$ cat src/rtl/bin2bcd_pkg.sv
// Shared definitions for the sequential binary-to-BCD converter.
//   bcd_digits(n) : number of BCD digits needed for an n-bit unsigned value
//   bcd_state_t   : converter FSM states
//   DIGIT_W       : width of one BCD digit
package bin2bcd_pkg;

  localparam int DIGIT_W = 4;

  typedef enum logic [1:0] {
    IDLE  = 2'd0,
    SHIFT = 2'd1,
    DONE  = 2'd2
  } bcd_state_t;

  // 1233/4096 approximates log10(2); the +1 covers the fractional digit.
  function automatic int bcd_digits(input int n);
    return ((n * 1233) >> 12) + 1;
  endfunction

endpackage

$ cat src/rtl/bcd_digit_adj.sv
// Double-dabble digit correction: a digit of 5 or more gets +3 so that
// the following left shift carries correctly into the next decade.
//   digit_i : BCD digit before the shift step
//   digit_o : corrected digit (mod 16)
module bcd_digit_adj
  import bin2bcd_pkg::*;
(
  input  logic [DIGIT_W-1:0] digit_i,
  output logic [DIGIT_W-1:0] digit_o
);

  // add-3 correction for digits at or above 5
  always_comb begin
    digit_o = digit_i;
    if (digit_i >= 4'd5) begin
      digit_o = digit_i + 4'd3;
    end else begin
      digit_o = digit_i;
    end
  end

endmodule

$ cat src/rtl/bin2bcd_seq.sv
// Sequential binary-to-BCD converter (shift-and-add-3, one bit per clock).
//   clk, rst            : clock, asynchronous active-high reset
//   in_valid/in_ready   : operand handshake, in_data is the N-bit operand
//   out_valid/out_ready : result handshake
//   out_bcd             : packed BCD result, digit 0 in [3:0]
//   out_neg             : result is negative (SIGNED=1 only)
//   busy                : conversion in progress
module bin2bcd_seq
  import bin2bcd_pkg::*;
#(
  parameter int N      = 8,
  parameter bit SIGNED = 1'b0
) (
  input  logic                               clk,
  input  logic                               rst,
  input  logic                               in_valid,
  output logic                               in_ready,
  input  logic [N-1:0]                       in_data,
  output logic                               out_valid,
  input  logic                               out_ready,
  output logic [DIGIT_W*bcd_digits(N)-1:0]   out_bcd,
  output logic                               out_neg,
  output logic                               busy
);

  localparam int D  = bcd_digits(N);
  localparam int BW = DIGIT_W * D;
  localparam int CW = $clog2(N + 1);

  bcd_state_t     state_q;
  logic [N-1:0]   mag_q;
  logic [BW-1:0]  bcd_q;
  logic [CW-1:0]  cnt_q;
  logic           sign_q;
  logic [BW-1:0]  out_bcd_q;
  logic           out_neg_q;
  logic           out_valid_q;
  logic           busy_q;

  logic [BW-1:0]  adj_s;
  logic [BW-1:0]  bcd_d;
  logic [N-1:0]   mag_d;
  logic [N-1:0]   mag_load_d;
  logic           sign_load_d;
  logic           in_ready_s;
  logic           load_s;

  for (genvar g = 0; g < D; g++) begin : g_adj
    bcd_digit_adj u_adj (
      .digit_i (bcd_q[g*DIGIT_W +: DIGIT_W]),
      .digit_o (adj_s[g*DIGIT_W +: DIGIT_W])
    );
  end

  // magnitude and sign of the incoming operand
  always_comb begin
    mag_load_d  = in_data;
    sign_load_d = 1'b0;
    if ((SIGNED != 1'b0) && in_data[N-1]) begin
      // -2^(N-1) wraps to 2^(N-1), which still fits as an unsigned N-bit value
      mag_load_d  = ~in_data + N'(1);
      sign_load_d = 1'b1;
    end else begin
      mag_load_d  = in_data;
      sign_load_d = 1'b0;
    end
  end

  // one double-dabble step: corrected BCD shifts left taking the magnitude MSB
  always_comb begin
    bcd_d = (adj_s << 1) | {{(BW-1){1'b0}}, mag_q[N-1]};
    mag_d = mag_q << 1;
  end

  // handshake decode
  always_comb begin
    in_ready_s = (state_q == IDLE) | ((state_q == DONE) & out_ready);
    load_s     = in_ready_s & in_valid;
  end

  // converter FSM with registered outputs
  always_ff @(posedge clk or posedge rst) begin
    if (rst) begin
      state_q     <= IDLE;
      mag_q       <= '0;
      bcd_q       <= '0;
      cnt_q       <= '0;
      sign_q      <= 1'b0;
      out_bcd_q   <= '0;
      out_neg_q   <= 1'b0;
      out_valid_q <= 1'b0;
      busy_q      <= 1'b0;
    end else begin
      case (state_q)
        IDLE: begin
          state_q <= IDLE;
        end
        SHIFT: begin
          bcd_q <= bcd_d;
          mag_q <= mag_d;
          if (cnt_q == CW'(1)) begin
            state_q     <= DONE;
            out_bcd_q   <= bcd_d;
            out_neg_q   <= sign_q;
            out_valid_q <= 1'b1;
            busy_q      <= 1'b0;
          end else begin
            cnt_q <= cnt_q - CW'(1);
          end
        end
        DONE: begin
          if (out_ready) begin
            out_valid_q <= 1'b0;
            state_q     <= IDLE;
          end
        end
        default: begin
          state_q     <= IDLE;
          out_valid_q <= 1'b0;
          busy_q      <= 1'b0;
        end
      endcase
      // A load (from IDLE, or back-to-back out of DONE) overrides the
      // state chosen above.
      if (load_s) begin
        mag_q   <= mag_load_d;
        sign_q  <= sign_load_d;
        bcd_q   <= '0;
        cnt_q   <= CW'(N);
        busy_q  <= 1'b1;
        state_q <= SHIFT;
      end
    end
  end

  assign in_ready  = in_ready_s;
  assign out_valid = out_valid_q;
  assign out_bcd   = out_bcd_q;
  assign out_neg   = out_neg_q;
  assign busy      = busy_q;

endmodule

$ cat config.mk
export PLATFORM = sky130hd
export DESIGN_NAME = bin2bcd_seq
export DESIGN_NICKNAME = d
export VERILOG_FILES = /design/src/rtl/bin2bcd_pkg.sv /design/src/rtl/bcd_digit_adj.sv /design/src/rtl/bin2bcd_seq.sv
export SDC_FILE = /design/constraint.sdc
export NUM_CORES = 1
export LEC_CHECK = 0
export CAP_MARGIN = 30
export CORE_AREA = 2 2 83 85
export DETAILED_ROUTE_END_ITERATION = 12
export DIE_AREA = 0 0 85 87
export PLACE_DENSITY_LB_ADDON = 0.08
export SYNTH_ARGS = -nofsm -noshare
export SYNTH_HDL_FRONTEND = slang
export SYNTH_SLANG_ARGS = --single-unit
$ cat constraint.sdc
create_clock -name clk -period 4.8 [get_ports clk]
set_clock_uncertainty 0.2 [all_clocks]
set_input_delay 1.44 -clock clk [delete_from_list [all_inputs] [get_ports clk]]
set_output_delay 1.44 -clock clk [all_outputs]
set_load 0.1 [all_outputs]
# Word-level counts from Yosys, hierarchy flattened
# Index checks and enable logic that the tools add are counted.
dict set report word_totals {
  out_inout_bits 16
  ff_bits 40
  word_cells 56
  inputBits 12
}
dict set report op_classes {
  addsub 4
  eq_ne 9
  n_lt_le_gt_ge 3
  n_mux 20
  reduce_logical 8
  bitwise_logic 5
}
# cell count
set ops {}
lappend ops {{$mux W12} 2}
lappend ops {{$mux W4} 5}
lappend ops {{$mux W8} 2}
lappend ops {{$ge A4 B3 Y1 const B} 3}
lappend ops {{$or A12 B1 Y12} 1}
lappend ops {{$add A4 B2 Y4 const B} 2}
lappend ops {{$reduce_and A2 Y1} 4}
lappend ops {{$mux W2} 3}
lappend ops {{$ne A2 B2 Y1 const B} 3}
lappend ops {{$ne A3 B3 Y1 const B} 2}
lappend ops {{$eq A4 B1 Y1 const B} 1}
lappend ops {{$mux W1} 4}
lappend ops {{$pmux W2 S2} 1}
lappend ops {{$sub A4 B1 Y4 const B} 1}
lappend ops {{$add A3 B2 Y3 const B} 1}
lappend ops {{$mux W3} 1}
lappend ops {{$pmux W1 S3} 1}
lappend ops {{$reduce_and A3 Y1} 1}
lappend ops {{$and A1 B1 Y1} 2}
lappend ops {{$eq A2 B1 Y1 const B} 1}
lappend ops {{$eq A2 B2 Y1 const B} 1}
lappend ops {{$logic_not A2 Y1} 1}
lappend ops {{$ne A2 B1 Y1 const B} 1}
lappend ops {{$pmux W1 S2} 1}
lappend ops {{4 further kinds} 4}

# Depth between registers and ports, before layout
dict set report depth {
  depth_word 6
  depth_mapped 8
  ltp_nobuf 6
}

# Modules after synthesis
# Synthesis repeated with hierarchy kept, for this count alone.
dict set report unflattened {
  hier_cells 206
  hier_area_um2 2060.7
}
# mod instances area_per_inst_um2 cells_per_inst seq_area_each_um2
set by_module_without_submodules {}
lappend by_module_without_submodules {bin2bcd_seq 1 1756.7 158 1001.0}
lappend by_module_without_submodules {bcd_digit_adj 3 101.3 16 0.0}

# Worst setup path after synthesis
# No wires, ideal clock.
dict set report synth_path {
  path_kind {input to output}
  start {in out_ready}
  end {out in_ready}
  slack_ns 0.419
  path_stages 2
  arrival_ns 2.741
  t_required_ns 3.160
  n_path_buf 0
  path_cell_list {nor2b_1 nor2_1}
}
dict set report synth_via {
  elab_chain_cells 2
}
# element line_no
set synth_rtl {}
lappend synth_rtl {{start, declared} bin2bcd_seq.sv:20} ;# input logic out_ready,
lappend synth_rtl {{$and A1 B1 Y1} bin2bcd_seq.sv:77} ;# in_ready_s = (state_q == IDLE) | ((state_q == DONE) & out_ready);
lappend synth_rtl {{$or A1 B1 Y1} bin2bcd_seq.sv:77}
lappend synth_rtl {{end, declared} bin2bcd_seq.sv:17} ;# output logic in_ready,
# Every way passes these cells.

# Worst setup path in the final report
# Ends and elaborated chain as after synthesis.

==> flow_metrics.tcl <==
set metrics [dict create \
    outcome "finished clean" \
    syn_avg_cell_area_um2 9.89 \
    cts.sinks 40 \
    slew_viol_final 0 \
    hold_path.class "flop to flop" \
    clk_pin_slew_ns 0.08 \
    reg2reg_slack_ns 2.37 \
    postRouteWirelength_um 3810 \
    crit_chain "clkdlybuf4s50_1, nor2b_1, nor2_1, buf_12" \
    rr_worst_depth 4 \
    overflow 0 \
    rsz0062_at_grt "false" \
    clockBufferDepth 2 \
    gp_congestion 0.727 \
    grtUsageTotal 0.116 \
    worstHoldStart "out_bcd[9]" \
    holdPathStages 2 \
    initial_utilization 0.295 \
    root_buffer "clkbuf_8" \
    crit_type "primary input to primary output" \
    port_buffers 26 \
    period_minus_slack_ns 4.07 \
    die_y_um 87 \
    seq_area_frac_synth 0.516 \
    ys_ff_latch 40 \
    grt_max_degree 28 \
    antenna_found_initial 0 \
    syn_inst 196 \
    post_cts.repair.setup_buffers 0 \
    dp.final_hpwl_um 2630 \
    cts_tree "built" \
    hold_violations 0 \
    drtPass1Iterations 4 \
    synth_fp_nets 216 \
    reg2reg_to "out_bcd[0]" \
    rr_startpoint "state_q[0]" \
    grt_pass1_wl_um 6710 \
    drc 0 \
    required_ns 3.16 \
    ant_nets 0 \
    dieArea_um2 7400 \
    yosys_warnings 0 \
    maxCapViolations 0 \
    syn-cell-area_um2 1940 \
    vias 1399 \
    worstSetupEndpointType "primary output" \
    start_kind "primary input" \
    setup-violations-final 0 \
    cts-htree-levels 2 \
    synthDistinctLibCells 34 \
    min_to "out_bcd[9]" \
    fin_crit_sh 0.848 \
    crit_fanout 3 \
    fin_tns_setup_ns 0 \
    slew_headroom 0.350 \
    worstMarginPinSlew_ns 0.973 \
    drive_above_1_share 0.112 \
    hold_buffers 0 \
    cts_resized 0 \
    fp.dieW_um 85 \
    fin_nets 243 \
    ios 28 \
    diodes 0 \
    fmax_mhz 246 \
    arrival_ns 2.43 \
    coreArea_um2 6570 \
    cts_buffers 5 \
    vias_per_cell 4.60 \
    num_rows 30 \
    crit_slowest_cell "clkdlybuf4s50_1" \
    drtIter0Drc 39 \
    grt_pass1_vias 1414 \
    clk_latency_ns 0.29 \
    syn_to_final_growth_pct 23.2 \
    slowest_delay_ns 0.44 \
    wl_per_cell_um 12.5 \
]
final cells by class:
cell class,instances,area [µm²]
multi-input combinational,135,833
clock buffer,6,72.6
clock inverter,2,35.0
fill,687,4180
tap,80,100
sequential,40,1000
inverter,12,45.0
timing repair buffer,29,300
layout by cell type, fill, tap and decap left out, types with 2 or more instances in the layout:
cell / Yosys / routed
o21ai_2: 7 / 7
a21oi_1: 9 / 9
nand3_1: 5 / 5
o21ai_0: 12 / 12
ha_1: 8 / 8
o31ai_1: 2 / 2
clkdlybuf4s50_1: 0 / 25
o22ai_1: 9 / 9
buf_4: 1 / 2
nand2b_1: 5 / 5
nand2_1: 39 / 39
nor2_1: 6 / 6
inv_1: 12 / 12
clkbuf_8: 1 / 5
xnor2_1: 3 / 3
a22oi_1: 6 / 6
dfrtp_1: 40 / 40
nor3_1: 4 / 3
mux2_2: 3 / 3
mux2i_1: 2 / 2
nor3b_1: 5 / 5
flip-flops by register name, indices dropped and copies added (netlist names):
name and cells:
state_q 2, busy 1, cnt_q 4, out_valid 1
out_bcd 12, bcd_q 12, mag_q 8
through the flow:
stage | cells | worst slack (ns) | cell area [µm²] | hold slack, ns | util
3_3_place_gp | 295 | 0.744 | 2260 | 0.262 | 0.345
5_1_grt | 304 | 0.667 | 2390 | 0.309 | 0.363
2_1_floorplan | 196 | 0.419 | 1940 | 0.245 | -
4_1_cts | 304 | 0.731 | 2390 | 0.287 | 0.363
3_5_place_dp | 296 | 0.732 | 2280 | 0.267 | 0.347
6_report | 304 | 0.730 | 2390 | 0.278 | 0.363
critical path: cells and delay by family:
kind / cells / cell delay [ns]
buffers and inverters: 2 / 0.62
AND/OR/NAND/NOR: 2 / 0.36
logic make-up (layout without fill, tap and decap cells):
logic type      after synthesis  in the layout  synth area share
simple gates                 69             69             0.165
compound gates               47             47             0.155
fa+ha+maj                     8              8            0.0516
flops                        40             40             0.516
buf+inv                      21             49            0.0562
other cells                   1              1           0.00193
xor+xnor                      4              4            0.0181
mux                           6              6            0.0355
layer usage:
metal | vias to the layer above | share of wire | GRT usage | routed length [µm]
met1 | 650 | 0.48 | 0.141 | 1830
li1 | 720 | - | - | -
met4 | 0 | 0.013 | 0.0346 | 51
met3 | 6 | 0.036 | 0.0351 | 136
met2 | 23 | 0.47 | 0.199 | 1790
met5 | - | 0 | 0 | 0
cell usage after synthesis, drive strengths merged:
| cell type | number | area share |
|---|---|---|
| o31a | 1 | 0.0045 |
| buf | 5 | 0.020 |
| o22ai | 9 | 0.029 |
| o21ai | 19 | 0.063 |
| dfrtp | 40 | 0.52 |
| nor3 | 4 | 0.010 |
| nand2 | 39 | 0.076 |
| mux2i | 2 | 0.010 |
| nor2 | 6 | 0.012 |
| nor4 | 1 | 0.0032 |
| nand2b | 5 | 0.016 |
| a21oi | 10 | 0.028 |
| conb | 1 | 0.0019 |
| clkbuf | 4 | 0.013 |
| or3b | 1 | 0.0058 |
| nor2b | 1 | 0.0032 |
| mux2 | 4 | 0.025 |
| inv | 12 | 0.023 |
| ha | 8 | 0.052 |
| a22oi | 6 | 0.023 |
| xor2 | 1 | 0.0045 |
| or2 | 1 | 0.0032 |
| o31ai | 2 | 0.0077 |
| and2b | 1 | 0.0039 |
| xnor2 | 3 | 0.014 |
| nand3 | 5 | 0.013 |
| nor3b | 5 | 0.019 |
worst max path at each step:
stage	from	to	cells after the start
final	out_ready	in_ready	4
after global routing	out_ready	in_ready	4
after CTS	out_ready	in_ready	4
after detailed placement	out_ready	in_ready	4
after global placement	out_ready	in_ready	4
after floorplan	out_ready	in_ready	2
Power is not shown: default switching activity piles up to over one toggle a cycle in this logic, so the estimate is an artifact.
